**src/rtl/regfile_wb_arbiter.sv**
```systemverilog
// Register-file write-port arbiter: round-robin between the ALU (A) and long-latency (B)
// writeback ports, registered write onto the register file, and a busy scoreboard for hazards.
module regfile_wb_arbiter (
  input  logic        clk,
  input  logic        rst_n,
  input  logic        a_valid,
  input  logic [4:0]  a_addr,
  input  logic [31:0] a_data,
  output logic        a_ready,
  input  logic        b_valid,
  input  logic [4:0]  b_addr,
  input  logic [31:0] b_data,
  output logic        b_ready,
  input  logic        iss_valid,
  input  logic [4:0]  iss_addr,
  output logic        iss_ready,
  input  logic [4:0]  chk_addr1,
  input  logic [4:0]  chk_addr2,
  output logic        stall,
  output logic        rf_en,
  output logic [4:0]  rf_wa,
  output logic [31:0] rf_wd
);

  localparam int unsigned DW   = 32;
  localparam int unsigned AW   = 5;
  localparam int unsigned NREG = 32;

  localparam logic GRANT_A = 1'b0;
  localparam logic GRANT_B = 1'b1;

  logic [NREG-1:0] busy_q, busy_d;
  logic            last_grant_q, last_grant_d;
  logic            rf_en_q, rf_en_d;
  logic [AW-1:0]   rf_wa_q, rf_wa_d;
  logic [DW-1:0]   rf_wd_q, rf_wd_d;

  logic a_elig, b_elig;
  logic a_grant, b_grant;
  logic haz1, haz2;

  // A must not overtake an outstanding B write to the same register
  always_comb begin
    a_elig  = a_valid && !busy_q[a_addr];
    b_elig  = b_valid;
    a_grant = a_elig && (!b_elig || (last_grant_q == GRANT_B));
    b_grant = b_elig && (!a_elig || (last_grant_q == GRANT_A));
  end

  // A source is unreadable while owed by B or while its write is still staged
  always_comb begin
    haz1 = (chk_addr1 != AW'(0)) &&
           (busy_q[chk_addr1] || (rf_en_q && (rf_wa_q == chk_addr1)));
    haz2 = (chk_addr2 != AW'(0)) &&
           (busy_q[chk_addr2] || (rf_en_q && (rf_wa_q == chk_addr2)));
  end

  assign a_ready   = a_grant;
  assign b_ready   = b_grant;
  assign iss_ready = !busy_q[iss_addr];
  assign stall     = haz1 || haz2;
  assign rf_en     = rf_en_q;
  assign rf_wa     = rf_wa_q;
  assign rf_wd     = rf_wd_q;

  always_comb begin
    busy_d       = busy_q;
    last_grant_d = last_grant_q;
    rf_en_d      = 1'b0;
    rf_wa_d      = rf_wa_q;
    rf_wd_d      = rf_wd_q;

    if (a_grant) begin
      rf_en_d      = (a_addr != AW'(0));
      rf_wa_d      = a_addr;
      rf_wd_d      = a_data;
      last_grant_d = GRANT_A;
    end else if (b_grant) begin
      rf_en_d         = (b_addr != AW'(0));
      rf_wa_d         = b_addr;
      rf_wd_d         = b_data;
      last_grant_d    = GRANT_B;
      busy_d[b_addr]  = 1'b0;
    end

    // Set after clear so a same-cycle issue to the retiring register wins
    if (iss_valid && iss_ready && (iss_addr != AW'(0))) begin
      busy_d[iss_addr] = 1'b1;
    end
    busy_d[0] = 1'b0;
  end

  always_ff @(posedge clk or negedge rst_n) begin
    if (!rst_n) begin
      busy_q       <= '0;
      last_grant_q <= GRANT_B;
      rf_en_q      <= 1'b0;
      rf_wa_q      <= '0;
      rf_wd_q      <= '0;
    end else begin
      busy_q       <= busy_d;
      last_grant_q <= last_grant_d;
      rf_en_q      <= rf_en_d;
      rf_wa_q      <= rf_wa_d;
      rf_wd_q      <= rf_wd_d;
    end
  end

endmodule

```
**config.mk**
```make
export PLATFORM = sky130hd
export DESIGN_NAME = regfile_wb_arbiter
export DESIGN_NICKNAME = d
export VERILOG_FILES = /design/src/rtl/regfile_wb_arbiter.sv
export SDC_FILE = /design/constraint.sdc
export NUM_CORES = 1
export LEC_CHECK = 0
export BUFFER_PORTS_ARGS = -buffer_cell sky130_fd_sc_hd__buf_2
export CORE_ASPECT_RATIO = 1.1
export CORE_MARGIN = 5
export CORE_UTILIZATION = 52
export DETAILED_ROUTE_END_ITERATION = 6
export PLACE_DENSITY_LB_ADDON = 0.3
export SYNTH_ARGS = -nofsm -noshare
export SYNTH_HDL_FRONTEND = slang
export SYNTH_SLANG_ARGS = --single-unit
```
**constraint.sdc**
```tcl
create_clock -name clk -period 3.26 [get_ports clk]
set_input_delay 0.326 -clock clk [delete_from_list [all_inputs] [get_ports clk]]
set_output_delay 0.326 -clock clk [all_outputs]
set_load 0.05 [all_outputs]
```
==> results of run 1 <==
-- logic make-up (layout without fill, tap and decap cells) --
family | after synthesis | count (layout)
compound gates | 117 | 117
simple gates | 98 | 98
flops | 70 | 70
mux | 43 | 43
buf+inv | 42 | 165
xor+xnor | 10 | 10
-- registers in the layout, summed over array words and instances, names as in the netlist --
register / flops
busy_q: 31
last_grant_q: 1
rf_wd: 32
rf_en: 1
rf_wa: 5
-- cells in the final DEF, fill, tap and decap left out, types with 6 or more instances in the layout --
master	count
buf_2	135
o31ai_1	33
nor2b_1	42
mux4_2	30
nand3b_1	6
o21ai_1	30
mux2i_1	9
nand2_1	12
xor2_1	8
dfrtp_1	69
inv_1	7
o21ai_0	6
a221o_1	36
buf_4	6
nor2_1	12
clkbuf_8	9
-- critical path: cells and delay by family, from the launching register on --
| kind | cells | cell delay, ns |
|---|---|---|
| DFF | 1 | 0.49 |
| muxes | 2 | 0.62 |
| buffers and inverters | 2 | 0.63 |
| AOI/OAI and AO/OA | 2 | 0.41 |
-- where the power goes --
group | internal [mW] | switching [mW]
clock network | 0.440 | 0.368
logic | 0.548 | 0.779
registers | 1.07 | 0.257
total | 2.06 | 1.40
-- path summary, 6_finish.rpt --
path / startpoint / end / slack [ns] / depth (start not counted)
hold / removal: rst_n / rf_wd[12]$_DFFE_PN0P_ / 0.17 / 2
max in group asynchronous: rst_n / busy_q[25]$_DFF_PN0_ / 2.47 / 2
setup reg to reg: busy_q[15]$_DFF_PN0_ / rf_wd[25]$_DFFE_PN0P_ / 0.64 / 7
setup / recovery: busy_q[5]$_DFF_PN0_ / b_ready / 0.45 / 6
min in group clk: b_data[15] / rf_wd[15]$_DFFE_PN0P_ / 0.20 / 2
hold reg to reg: last_grant_q$_DFFE_PN1P_ / last_grant_q$_DFFE_PN1P_ / 0.51 / 2
-- final cells by class --
type,count,share of cell area (%)
Clock buffer,9,2.34
Clock inverter,7,1.96
Inverter,8,0.566
Multi-Input combinational cell,268,45.9
Sequential cell,70,33.1
Tap cell,111,2.62
Timing Repair Buffer,141,13.6
-- routing by layer --
metal | GRT usage, % | part of all wire, % | wire (µm)
met5 | 0 | 0 | 0
met4 | 9.99 | 3.0 | 414
met3 | 7.87 | 9.4 | 1290
met2 | 44.0 | 51 | 6910
met1 | 32.0 | 37 | 5010
-- metrics by stage --
step | worst slack [ns] | instances
2_1_floorplan | 0.368 | 380
3_3_place_gp | 0.541 | 598
3_5_place_dp | 0.470 | 598
4_1_cts | 0.457 | 614
5_1_grt | 0.305 | 614
6_report | 0.446 | 614
==> results.yml, run 1 <==
clock_tree:
  cts_tree: "built"
  insertion_delay_ns: 0.35
  cts_max_level: 3
  post-cts-setup-buffer-count: 0
  hold_buffers: 0
  path_clk_slew_ns: 0.09
  clockRootBuffer: "clkbuf_8"
  ctsResizeCount: 0
  cts_max_path_buffers: 2
  cts_made_buffers: 9
  clkSinkCount: 70
layout:
  area_delta_synth_final_pct: 20.8
  nFillCells: 692
  n_antenna_cell: 0
  final_area_um2: 5300
  regArea_um2: 1750
  multi_input_area_um2: 2430
  drive_gt1_share_pct: 39.6
  fin_nets: 592
  final_core_util_pct: 63.7
floorplanning:
  rows: 35
  initial_core_util_pct: 52.8
  die_area_um2: 10400
  die_h_um: 106
  io_pins: 136
  die_x_um: 97.6
  core_um2: 8320
yosys:
  synth_most_common_cell: "dfrtp_1"
  syn_avg_cell_area_um2: 11.6
  synth_top_area_cell: "dfrtp_1"
  yosysWarnings: 0
  synth_area_leaders: "dfrtp_1 (39%), mux4_2 (15%), a221o_1 (8.2%), nor2b_1 (6.0%), o31ai_1 (5.6%)"
  synthAdderAreaFrac_pct: 0
  ys_types: 46
  synth_top_family_by_area: "compound AO/OA/AOI/OAI gates"
  synth_xor_area_share_pct: 2.00
  synth_simple_gate_area_share_pct: 13.3
  muxShareOfSynthArea_pct: 19.2
  synth_top_cell_area_share_pct: 39.3
  async_flop_share_pct: 100
  synthFlopType: "dfrtp_1"
  syn_nets: 474
  synthCells: 380
  seq_area_frac_synth_pct: 39.9
  synth_compound_area_share_pct: 21.0
  synth_common_cells: "dfrtp_1 (69), nor2b_1 (42), a221o_1 (36)"
  synth_edf_count: 0
  synth-seq-cells: 70
  syn_area_um2: 4390
pwr:
  power_mw: 3.46
  ir_worst_vdd_mv: 0.278
  powerDensity_nw_per_um2: 653
  leakage_nw: 2.33
global_routing:
  global_route.overflow_total: 0
  grtUsageTotal_pct: 26.3
  grt_pass1_vias: 4049
  antenna_found_initial: 0
  grt_pass1_wl_mm: 21.6
  grt_max_degree: 71
worst_setup_path:
  path_class: "reg2out"
  cp_max_fo: 18
  critical-path-slowest-cell: "mux4_2"
  cp.arrival_ns: 2.49
  cp.required_ns: 2.93
  path_cells: "mux2i_1 > mux4_2 > a22oi_4 > o221ai_4 > inv_2 > buf_2"
  worst_setup_path_end_kind: "output pin"
  slowest_delay_ns: 0.51
  worstSetupStartpointType: "register"
sta:
  report.final.slew_viol_count: 0
  clock.fmax_mhz: 355
  whs_ns: 0.173
  finalSetupViolCount: 0
  post-route-period-util_pct: 86.3
  skew_ns: 0.0157
  max-slew-margin-rel_pct: 39.0
  tns_ns: 0
  finalHoldViolCount: 0
  rsz0062_at_grt: "no"
  layout_min_cycle_time_ns: 2.81
  tightest_slew_ns: 0.914
placement:
  dp_hpwl_mm: 10.1
  place_area_um2: 5070
  port_buffers: 135
  place.gp.congestion: 0.970
routing:
  drtIter0Drc: 383
  drt_first_pass_iters: 6
  post_drt_wl_per_cell_um: 22.2
  drt_wl_total_mm: 13.6
  vias: 4000
  postRouteAntennaNets: 0
  drc: 0
  viasPerCell: 6.51
run:
  maxCapViolations: 0
min_path:
  hold_path_class: "in2async"
outcome:
  status: "complete, no violations"
No activity file was read; power rests on OpenSTA's default activity.
==> inputs of run 2 (changes only) <==
--- a/config.mk
+++ b/config.mk
@@ -10,7 +10,7 @@
 export CORE_MARGIN = 5
 export CORE_UTILIZATION = 52
 export DETAILED_ROUTE_END_ITERATION = 6
-export PLACE_DENSITY_LB_ADDON = 0.3
+export PLACE_DENSITY = 0.81
 export SYNTH_ARGS = -nofsm -noshare
 export SYNTH_HDL_FRONTEND = slang
 export SYNTH_SLANG_ARGS = --single-unit
==> results.yml, run 2 (synthesized netlist as in run 1, its figures left out) <==
routing:
  vias: 3983
  drt_first_pass_iters: 5
  post_drt_wl_per_cell_um: 22.0
  drt_wl_total_mm: 13.4
  postRouteAntennaNets: 0
  drtIter0Drc: 385
  drc: 0
  viasPerCell: 6.52
layout:
  multi_input_area_um2: 2430
  largest_reg_flops: 32
  final_cell_mix: "buf_2 (135), dfrtp_1 (69), nor2b_1 (42)"
  final_core_util_pct: 63.6
  regArea_um2: 1750
  fin_nets: 590
  drive_gt1_share_pct: 39.2
  n_antenna_cell: 0
  layout_commonest_cell: "buf_2"
  nFillCells: 685
  area_delta_synth_final_pct: 20.6
  stdcell_count: 611
worst_setup_path:
  r2r_end: "rf_wd[14]$_DFFE_PN0P_"
  path_class: "reg2out"
  slowest_delay_ns: 0.53
  critical-path-slowest-cell: "mux4_2"
  r2r-start: "busy_q[7]$_DFF_PN0_"
  cp.arrival_ns: 2.81
  reg2reg_slack_ns: 0.61
  cp_num_buf_inv: 2
  worst_r2r_path_depth: 7
  worstSetupStartpointType: "register"
  path_delay_family: "buffers and inverters"
  path_cells: "mux2i_1 > mux4_2 > a22oi_4 > o221ai_4 > inv_2 > buf_2"
  cp_max_fo: 37
  worst_setup_path_end_kind: "output pin"
  cp.required_ns: 2.93
floorplanning:
  die_area_um2: 10400
  die_x_um: 97.6
  initial_core_util_pct: 52.8
  io_pins: 136
  die_h_um: 106
  core_um2: 8320
  rows: 35
outcome:
  status: "complete, no violations"
pwr:
  powerDensity_nw_per_um2: 652
  leakage_nw: 2.31
  ir_worst_vdd_mv: 0.232
  power_mw: 3.45
clock_tree:
  cts_max_path_buffers: 2
  clockRootBuffer: "clkbuf_8"
  insertion_delay_ns: 0.35
  cts_made_buffers: 9
  clkSinkCount: 70
  cts_max_level: 3
  post-cts-setup-buffer-count: 0
  ctsResizeCount: 0
  hold_buffers: 0
  cts_tree: "built"
  path_clk_slew_ns: 0.08
placement:
  dp_hpwl_mm: 9.67
  port_buffers: 135
  place.gp.congestion: 0.931
  dpl.cell_count: 596
run:
  maxCapViolations: 0
sta:
  whs_ns: 0.178
  tightest_slew_ns: 0.902
  report.final.slew_viol_count: 0
  max-slew-margin-rel_pct: 39.9
  tns_ns: 0
  post-route-period-util_pct: 96.1
  skew_ns: 0.0132
  layout_min_cycle_time_ns: 3.13
  finalHoldViolCount: 0
  clock.fmax_mhz: 319
  rsz0062_at_grt: "no"
  finalSetupViolCount: 0
global_routing:
  grt_pass1_wl_mm: 21.3
  grt_max_degree: 71
  grtUsageTotal_pct: 25.8
  global_route.overflow_total: 0
  grt_pass1_vias: 3994
  antenna_found_initial: 1
min_path:
  hold_path_class: "in2async"
==> run 2: cell count changes in the layout (fill, tap and decap cells not counted) <==
cell / change
buf_4: -3
clkinv_4: -2
clkinvlp_4: +2
inv_6: -2
buf_12: +1
clkbuf_8: +1
==> run 2: area by class of cell <==
class / count / share of cell area (%)
clock buffer: 10 / 2.60
clock inverter: 5 / 1.58
inverter: 8 / 0.567
multi-input combinational: 268 / 45.9
sequential: 70 / 33.1
tap: 111 / 2.62
timing repair buffer: 139 / 13.6
==> run 2: worst max path at each step <==
stage / from / end / cells past startpoint
floorplan: chk_addr2[0] / stall / 6
global placement: a_addr[1] / b_ready / 7
detailed placement: a_addr[1] / b_ready / 7
CTS: busy_q[7]$_DFF_PN0_ / b_ready / 6
global route: busy_q[7]$_DFF_PN0_ / b_ready / 6
finish: busy_q[7]$_DFF_PN0_ / b_ready / 6
==> run 2: report_power, final <==
group          internal (mW)  switching (mW)
clock network          0.449           0.343
logic                  0.549           0.786
registers               1.07           0.254
total                   2.07            1.38
==> run 2: metrics by stage <==
stage,instance area [µm²],setup WS [ns]
2_1_floorplan,4390,0.368
3_3_place_gp,5070,0.461
3_5_place_dp,5070,0.377
4_1_cts,5290,0.189
5_1_grt,5290,0.0629
6_report,5290,0.127
==> run 2: layer usage <==
metal	wire length [µm]	part of all wire [%]	vias to the layer above	GRT usage, %
met2	6600	49	244	42.4
met5	7	0.052	-	0
met3	1280	9.5	45	5.45
met1	5160	38	1971	33.4
met4	370	2.8	2	10.4
li1	-	-	1721	-
